--- config.mk ---
export PLATFORM = sky130hd
export DESIGN_NAME = dmem_arbiter
export DESIGN_NICKNAME = d
export VERILOG_FILES = /design/src/rtl/dmem_arbiter.sv
export SDC_FILE = /design/constraint.sdc
export NUM_CORES = 1
export LEC_CHECK = 0
export CORE_ASPECT_RATIO = 2
export CORE_MARGIN = 3
export CORE_UTILIZATION = 30
export DETAILED_ROUTE_END_ITERATION = 12
export SYNTH_ARGS = -nofsm -noshare
export SYNTH_HDL_FRONTEND = slang
export SYNTH_SLANG_ARGS = --single-unit
--- constraint.sdc ---
create_clock -name clk -period 1.6 [get_ports clk]
set_input_delay 0.32 -clock clk [delete_from_list [all_inputs] [get_ports clk]]
set_output_delay 0.32 -clock clk [all_outputs]
set_load 0.02 [all_outputs]
--- src/rtl/dmem_arbiter.sv ---
// Data-memory arbiter: CPU and DMA requesters share one memory port with a
// bounded CPU burst under DMA contention, plus a 256-cycle whole-memory clear.
module dmem_arbiter #(
  parameter int unsigned CPU_BURST = 4
) (
  input  logic       clk,
  input  logic       rst,
  input  logic       cpu_req,
  input  logic       cpu_we,
  input  logic [7:0] cpu_addr,
  input  logic [7:0] cpu_wdata,
  output logic       cpu_gnt,
  output logic [7:0] cpu_rdata,
  output logic       cpu_valid,
  input  logic       dma_req,
  input  logic       dma_we,
  input  logic [7:0] dma_addr,
  input  logic [7:0] dma_wdata,
  output logic       dma_gnt,
  output logic [7:0] dma_rdata,
  output logic       dma_valid,
  input  logic       clr_start,
  output logic       clr_busy,
  output logic       mem_en,
  output logic [7:0] mem_addr,
  output logic [7:0] mem_wdata,
  input  logic [7:0] mem_rdata
);

  localparam int unsigned SCW = $clog2(CPU_BURST + 1);

  localparam logic [1:0] ST_IDLE  = 2'd0;
  localparam logic [1:0] ST_SERVE = 2'd1;
  localparam logic [1:0] ST_CLEAR = 2'd2;

  logic [1:0]     r_state, w_state_nxt;
  logic           r_cpu_gnt, w_cpu_gnt_nxt;
  logic           r_dma_gnt, w_dma_gnt_nxt;
  logic           r_cpu_valid, r_dma_valid;
  logic [7:0]     r_cpu_rdata, r_dma_rdata;
  logic           r_clr_busy, w_clr_busy_nxt;
  logic [7:0]     r_clr_cnt, w_clr_cnt_nxt;
  logic           r_mem_en, w_mem_en_nxt;
  logic [7:0]     r_mem_addr, w_mem_addr_nxt;
  logic [7:0]     r_mem_wdata, w_mem_wdata_nxt;
  logic [SCW-1:0] r_starve_cnt, w_starve_cnt_nxt;

  logic w_in_clear, w_clr_go, w_starved;
  logic w_cpu_elig, w_dma_elig;
  logic w_gnt_cpu, w_gnt_dma;
  logic w_cpu_rd_ret, w_dma_rd_ret;

  assign w_in_clear = (r_state == ST_CLEAR);
  assign w_clr_go   = clr_start & ~w_in_clear;
  assign w_starved  = (r_starve_cnt == SCW'(CPU_BURST));

  // A port granted this cycle sits out the next edge.
  assign w_cpu_elig = cpu_req & ~r_cpu_gnt;
  assign w_dma_elig = dma_req & ~r_dma_gnt;

  // A non-starved DMA only wins when the CPU is not requesting at all; a CPU
  // sitting out its back-to-back edge leaves an idle slot instead, which keeps
  // the CPU burst intact until the starvation flag forces a DMA turn.
  assign w_gnt_dma = ~w_in_clear & ~clr_start & w_dma_elig & (w_starved | ~cpu_req);
  assign w_gnt_cpu = ~w_in_clear & ~clr_start & w_cpu_elig & ~w_gnt_dma;

  // Read data returns one edge after a read grant, even if a clear starts then.
  assign w_cpu_rd_ret = r_cpu_gnt & ~r_mem_en;
  assign w_dma_rd_ret = r_dma_gnt & ~r_mem_en;

  always_comb begin
    w_state_nxt     = r_state;
    w_cpu_gnt_nxt   = 1'b0;
    w_dma_gnt_nxt   = 1'b0;
    w_clr_busy_nxt  = r_clr_busy;
    w_clr_cnt_nxt   = r_clr_cnt;
    w_mem_en_nxt    = 1'b0;
    w_mem_addr_nxt  = r_mem_addr;
    w_mem_wdata_nxt = r_mem_wdata;
    if (w_in_clear) begin
      w_mem_wdata_nxt = 8'h00;
      if (r_clr_cnt == 8'hFF) begin
        w_state_nxt    = ST_IDLE;
        w_clr_busy_nxt = 1'b0;
        w_clr_cnt_nxt  = 8'h00;
      end else begin
        w_clr_cnt_nxt  = r_clr_cnt + 8'h01;
        w_mem_addr_nxt = r_clr_cnt + 8'h01;
        w_mem_en_nxt   = 1'b1;
      end
    end else if (w_clr_go) begin
      w_state_nxt     = ST_CLEAR;
      w_clr_busy_nxt  = 1'b1;
      w_clr_cnt_nxt   = 8'h00;
      w_mem_addr_nxt  = 8'h00;
      w_mem_wdata_nxt = 8'h00;
      w_mem_en_nxt    = 1'b1;
    end else if (w_gnt_dma) begin
      w_state_nxt     = ST_SERVE;
      w_dma_gnt_nxt   = 1'b1;
      w_mem_addr_nxt  = dma_addr;
      w_mem_wdata_nxt = dma_wdata;
      w_mem_en_nxt    = dma_we;
    end else if (w_gnt_cpu) begin
      w_state_nxt     = ST_SERVE;
      w_cpu_gnt_nxt   = 1'b1;
      w_mem_addr_nxt  = cpu_addr;
      w_mem_wdata_nxt = cpu_wdata;
      w_mem_en_nxt    = cpu_we;
    end else begin
      w_state_nxt = ST_IDLE;
    end
  end

  always_comb begin
    w_starve_cnt_nxt = r_starve_cnt;
    if (w_gnt_dma || !dma_req) begin
      w_starve_cnt_nxt = '0;
    end else if (w_gnt_cpu && !w_starved) begin
      w_starve_cnt_nxt = r_starve_cnt + SCW'(1);
    end
  end

  always_ff @(posedge clk or posedge rst) begin
    if (rst) begin
      r_state      <= ST_IDLE;
      r_cpu_gnt    <= 1'b0;
      r_dma_gnt    <= 1'b0;
      r_cpu_valid  <= 1'b0;
      r_dma_valid  <= 1'b0;
      r_cpu_rdata  <= 8'h00;
      r_dma_rdata  <= 8'h00;
      r_clr_busy   <= 1'b0;
      r_clr_cnt    <= 8'h00;
      r_mem_en     <= 1'b0;
      r_mem_addr   <= 8'h00;
      r_mem_wdata  <= 8'h00;
      r_starve_cnt <= '0;
    end else begin
      r_state      <= w_state_nxt;
      r_cpu_gnt    <= w_cpu_gnt_nxt;
      r_dma_gnt    <= w_dma_gnt_nxt;
      r_cpu_valid  <= w_cpu_rd_ret;
      r_dma_valid  <= w_dma_rd_ret;
      if (w_cpu_rd_ret) r_cpu_rdata <= mem_rdata;
      if (w_dma_rd_ret) r_dma_rdata <= mem_rdata;
      r_clr_busy   <= w_clr_busy_nxt;
      r_clr_cnt    <= w_clr_cnt_nxt;
      r_mem_en     <= w_mem_en_nxt;
      r_mem_addr   <= w_mem_addr_nxt;
      r_mem_wdata  <= w_mem_wdata_nxt;
      r_starve_cnt <= w_starve_cnt_nxt;
    end
  end

  assign cpu_gnt   = r_cpu_gnt;
  assign dma_gnt   = r_dma_gnt;
  assign cpu_valid = r_cpu_valid;
  assign dma_valid = r_dma_valid;
  assign cpu_rdata = r_cpu_rdata;
  assign dma_rdata = r_dma_rdata;
  assign clr_busy  = r_clr_busy;
  assign mem_en    = r_mem_en;
  assign mem_addr  = r_mem_addr;
  assign mem_wdata = r_mem_wdata;

endmodule

==> impl_results.md <==
- Total CTS buffers: 5
- Main flop type after synthesis: dfrtp_1
- Fin nets: between 300 and 400
- Startpoint types: register
- Clock transition at the registers of the reported paths: roughly 0.07 ns
- Vias post-DR: 2113
- I/O pins: 85
- Wirelength per Cell: roughly 16 microns
- Commonest cells in the netlist: 51 x dfrtp_1, 33 x nand2_1, 26 x nor2_1
- Endpoints failing setup: 22
- Vias/cell: slightly below 5
- Total GRT Usage: between 10 and 15%
- Filler Cells Inserted: approximately 720
- Worst slew pin tran: about 0.39 ns
- Setup TNS: -3.05 ns
- Largest cells by area after synthesis: dfrtp_1 53%, mux2_2 9.0%, nand2_1 5.2%
- Share of the synthesized area in the top cell type: about 53%
- H-tree lvl count: 2
- Max Cap Viol: 0
- Max Fclk: 540 MHz
- Synth Net Count: between 200 and 300
- FFs w/ async S/R, synth: 100%
- Die W: just under 70 microns
- Vert. Die Dim: about 130 microns
- Final Hold Fails: 0
- Worst EP required: around 1.8 ns
- Routed Antenna Nets: 0
- Initial drt markers: between 60 and 70
- Register area share after synthesis: roughly 53%
- Mapped Area: about 2400 sq um
- Peak supply drop: around 0.00050 V
- Placeable Area: between 7000 and 8000 sq um
- Hold Path Class: primary input to asynchronous set/reset pin
- Critical-path maximum fanout: 5
- Initial Util: between 30% and 40%
- Leak pwr: 2.04 nW
- Number of synthesized flops with an enable pin: 0
- Pwr dens: around 1000 nW/um^2
- Post-DP HPWL: 5100 microns
- Clock root cell: clkbuf_16
- Power, Total: 4.07 mW
- Antenna fix cells: 0
- Layout cells sized above 1: roughly a quarter
- Mean Syn Cell Area: approximately 11 sq um
- # DRC: 0
- Worst Path Arrival: between 2 and 2.5 ns
- Clock skew: around 0.005 ns
- Routability cong.: 0.778
- Full die area: 9140 sq um
- Final WS setup: -0.253 ns
- Sink Count: 51
- Area Overhead vs Synth: 65.0%
- Critical Path End Type: register
- Routed WL: ~6900 microns
- CTS Hold Bufs: 0
- Count leader, synth: dfrtp_1
- Largest net degree at the start of global routing: 52
- Register bit count reported by yosys: between 50 and 60
- RSZ-0062 raised after global routing: true
- Critical path type: register to register
- Synth Warn #: 0
- CTS tree: done
- Failing checks: setup timing
- TritonRoute pass-1 iters: 5
- IO Port Bufs: between 80 and 90
- Outcome: finished with violations
- Antenna violations before repair: 0
- Pins Over Slew Limit: 0
- Global-route wire length before repair: approximately 11000 microns
- Vias in the first global route: between 2000 and 2500
- Synth cell types: 32
- Overflow after GRT: 0
- Clock Tree Buf Depth: 2
- Final worst-path cycle share: 116%
- Area leader, netlist: dfrtp_1
- Worst-Skew Late Latency: 0.29 ns
- Gate Count Post-Synth: about 230
- Tmin final: between 1.5 and 2 ns
- Slew margin rel.: about three quarters
- Cell Rows: 45
-- layout make-up --
cell class / count / area, sq um / area share [%]
Clock buffer: 6 / 139 / 3.52
Clock inverter: 2 / 38.8 / 0.984
Inverter: 5 / 18.8 / 0.476
Multi-Input combinational cell: 157 / 1120 / 28.4
Sequential cell: 51 / 1280 / 32.4
Tap cell: 94 / 118 / 2.98
Timing Repair Buffer: 120 / 1230 / 31.3
-- report_power, final --
group / total [mW] / leakage, nW / switching (mW) / internal [mW]
clock network: 1.26 / 0.0875 / 0.475 / 0.787
logic: 1.17 / 1.28 / 0.544 / 0.628
registers: 1.63 / 0.670 / 0.152 / 1.48
total: 4.07 / 2.04 / 1.17 / 2.90
-- layer usage --
| layer | vias to the layer above | routed length, microns | GRT usage, % |
|---|---|---|---|
| li1 | 1011 | - | - |
| met5 | - | 0 | 0 |
| met3 | 8 | 217 | 1.98 |
| met2 | 60 | 4000 | 28.7 |
| met1 | 1034 | 2570 | 16.0 |
| met4 | 0 | 124 | 5.33 |
-- state kept, by name, indices dropped and copies added, names as in the netlist --
signal        cells
cpu_gnt           1
mem_addr          8
r_clr_cnt         8
r_state           2
mem_wdata         8
cpu_valid         1
mem_en            1
dma_rdata         8
r_starve_cnt      3
dma_gnt           1
clr_busy          1
dma_valid         1
cpu_rdata         8
-- metrics by stage --
stage | utilization (%) | instances | hold slack (ns) | instance area [sq um] | setup slack (ns)
after detailed placement | 46.3 | 422 | 0.495 | 3550 | -0.428
after floorplan | - | 225 | 0.437 | 2390 | -0.134
after global placement | 46.3 | 422 | 0.487 | 3550 | -0.385
after global routing | 51.5 | 435 | 0.440 | 3940 | -0.333
after CTS | 49.8 | 431 | 0.410 | 3820 | -0.256
final | 51.5 | 435 | 0.398 | 3940 | -0.253
-- critical path, stage by stage (launching register included) --
cell	delay (ns)
dfrtp_1	0.39
inv_2	0.07
ha_4	0.14
nand2_4	0.05
a211o_4	0.38
buf_12	0.15
mux2_4	0.29
a22oi_2	0.18
a21oi_1	0.08
-- logic make-up after synthesis --
logic type | share of synthesized area [%]
multiplexers | 12.3
flip-flops | 53.4
AO/OA/AOI/OAI | 12.3
buffers and inverters | 3.30
adder cells (fa/ha/maj) | 1.57
XOR/XNOR | 2.93
AND/OR/NAND/NOR | 14.2
-- layout by cell type, fill, tap and decap left out, types with 3 or more instances in the layout --
cell	netlist	layout
nand2b_1	3	3
clkdlybuf4s50_1	0	61
mux2_4	4	4
clkbuf_16	0	6
nor2b_1	4	4
xor2_1	4	4
mux2_2	19	19
a22oi_2	0	6
o21ai_0	14	10
dlygate4sd2_1	0	4
a311oi_1	8	8
buf_12	0	3
buf_4	0	31
inv_2	0	3
a21oi_1	8	7
nor2_1	26	25
dlymetal6s2s_1	0	19
dfrtp_1	51	51
nand2_1	33	32
xnor2_1	4	4
o21ai_1	0	3
-- final timing paths --
check	start	endpoint	slack (ns)	depth (start not counted)
hold reg to reg	dma_rdata[5]	dma_rdata[5]	0.51	1
min in group clk	dma_rdata[5]	dma_rdata[5]	0.51	1
max in group asynchronous	rst	cpu_rdata[0]	0.94	3
hold / removal	rst	cpu_rdata[4]	0.40	3
setup reg to reg	r_starve_cnt[1]	mem_addr[2]	-0.25	8
setup / recovery	r_starve_cnt[1]	mem_addr[2]	-0.25	8
-- timing repair --
item,CTS,global route
setup buffers,1,3
gates cloned,1,1
gates resized for setup,19,30
endpoints found under the setup margin,24,44
pin swaps,0,9
Note: power is estimated with default switching activity, not from simulation.
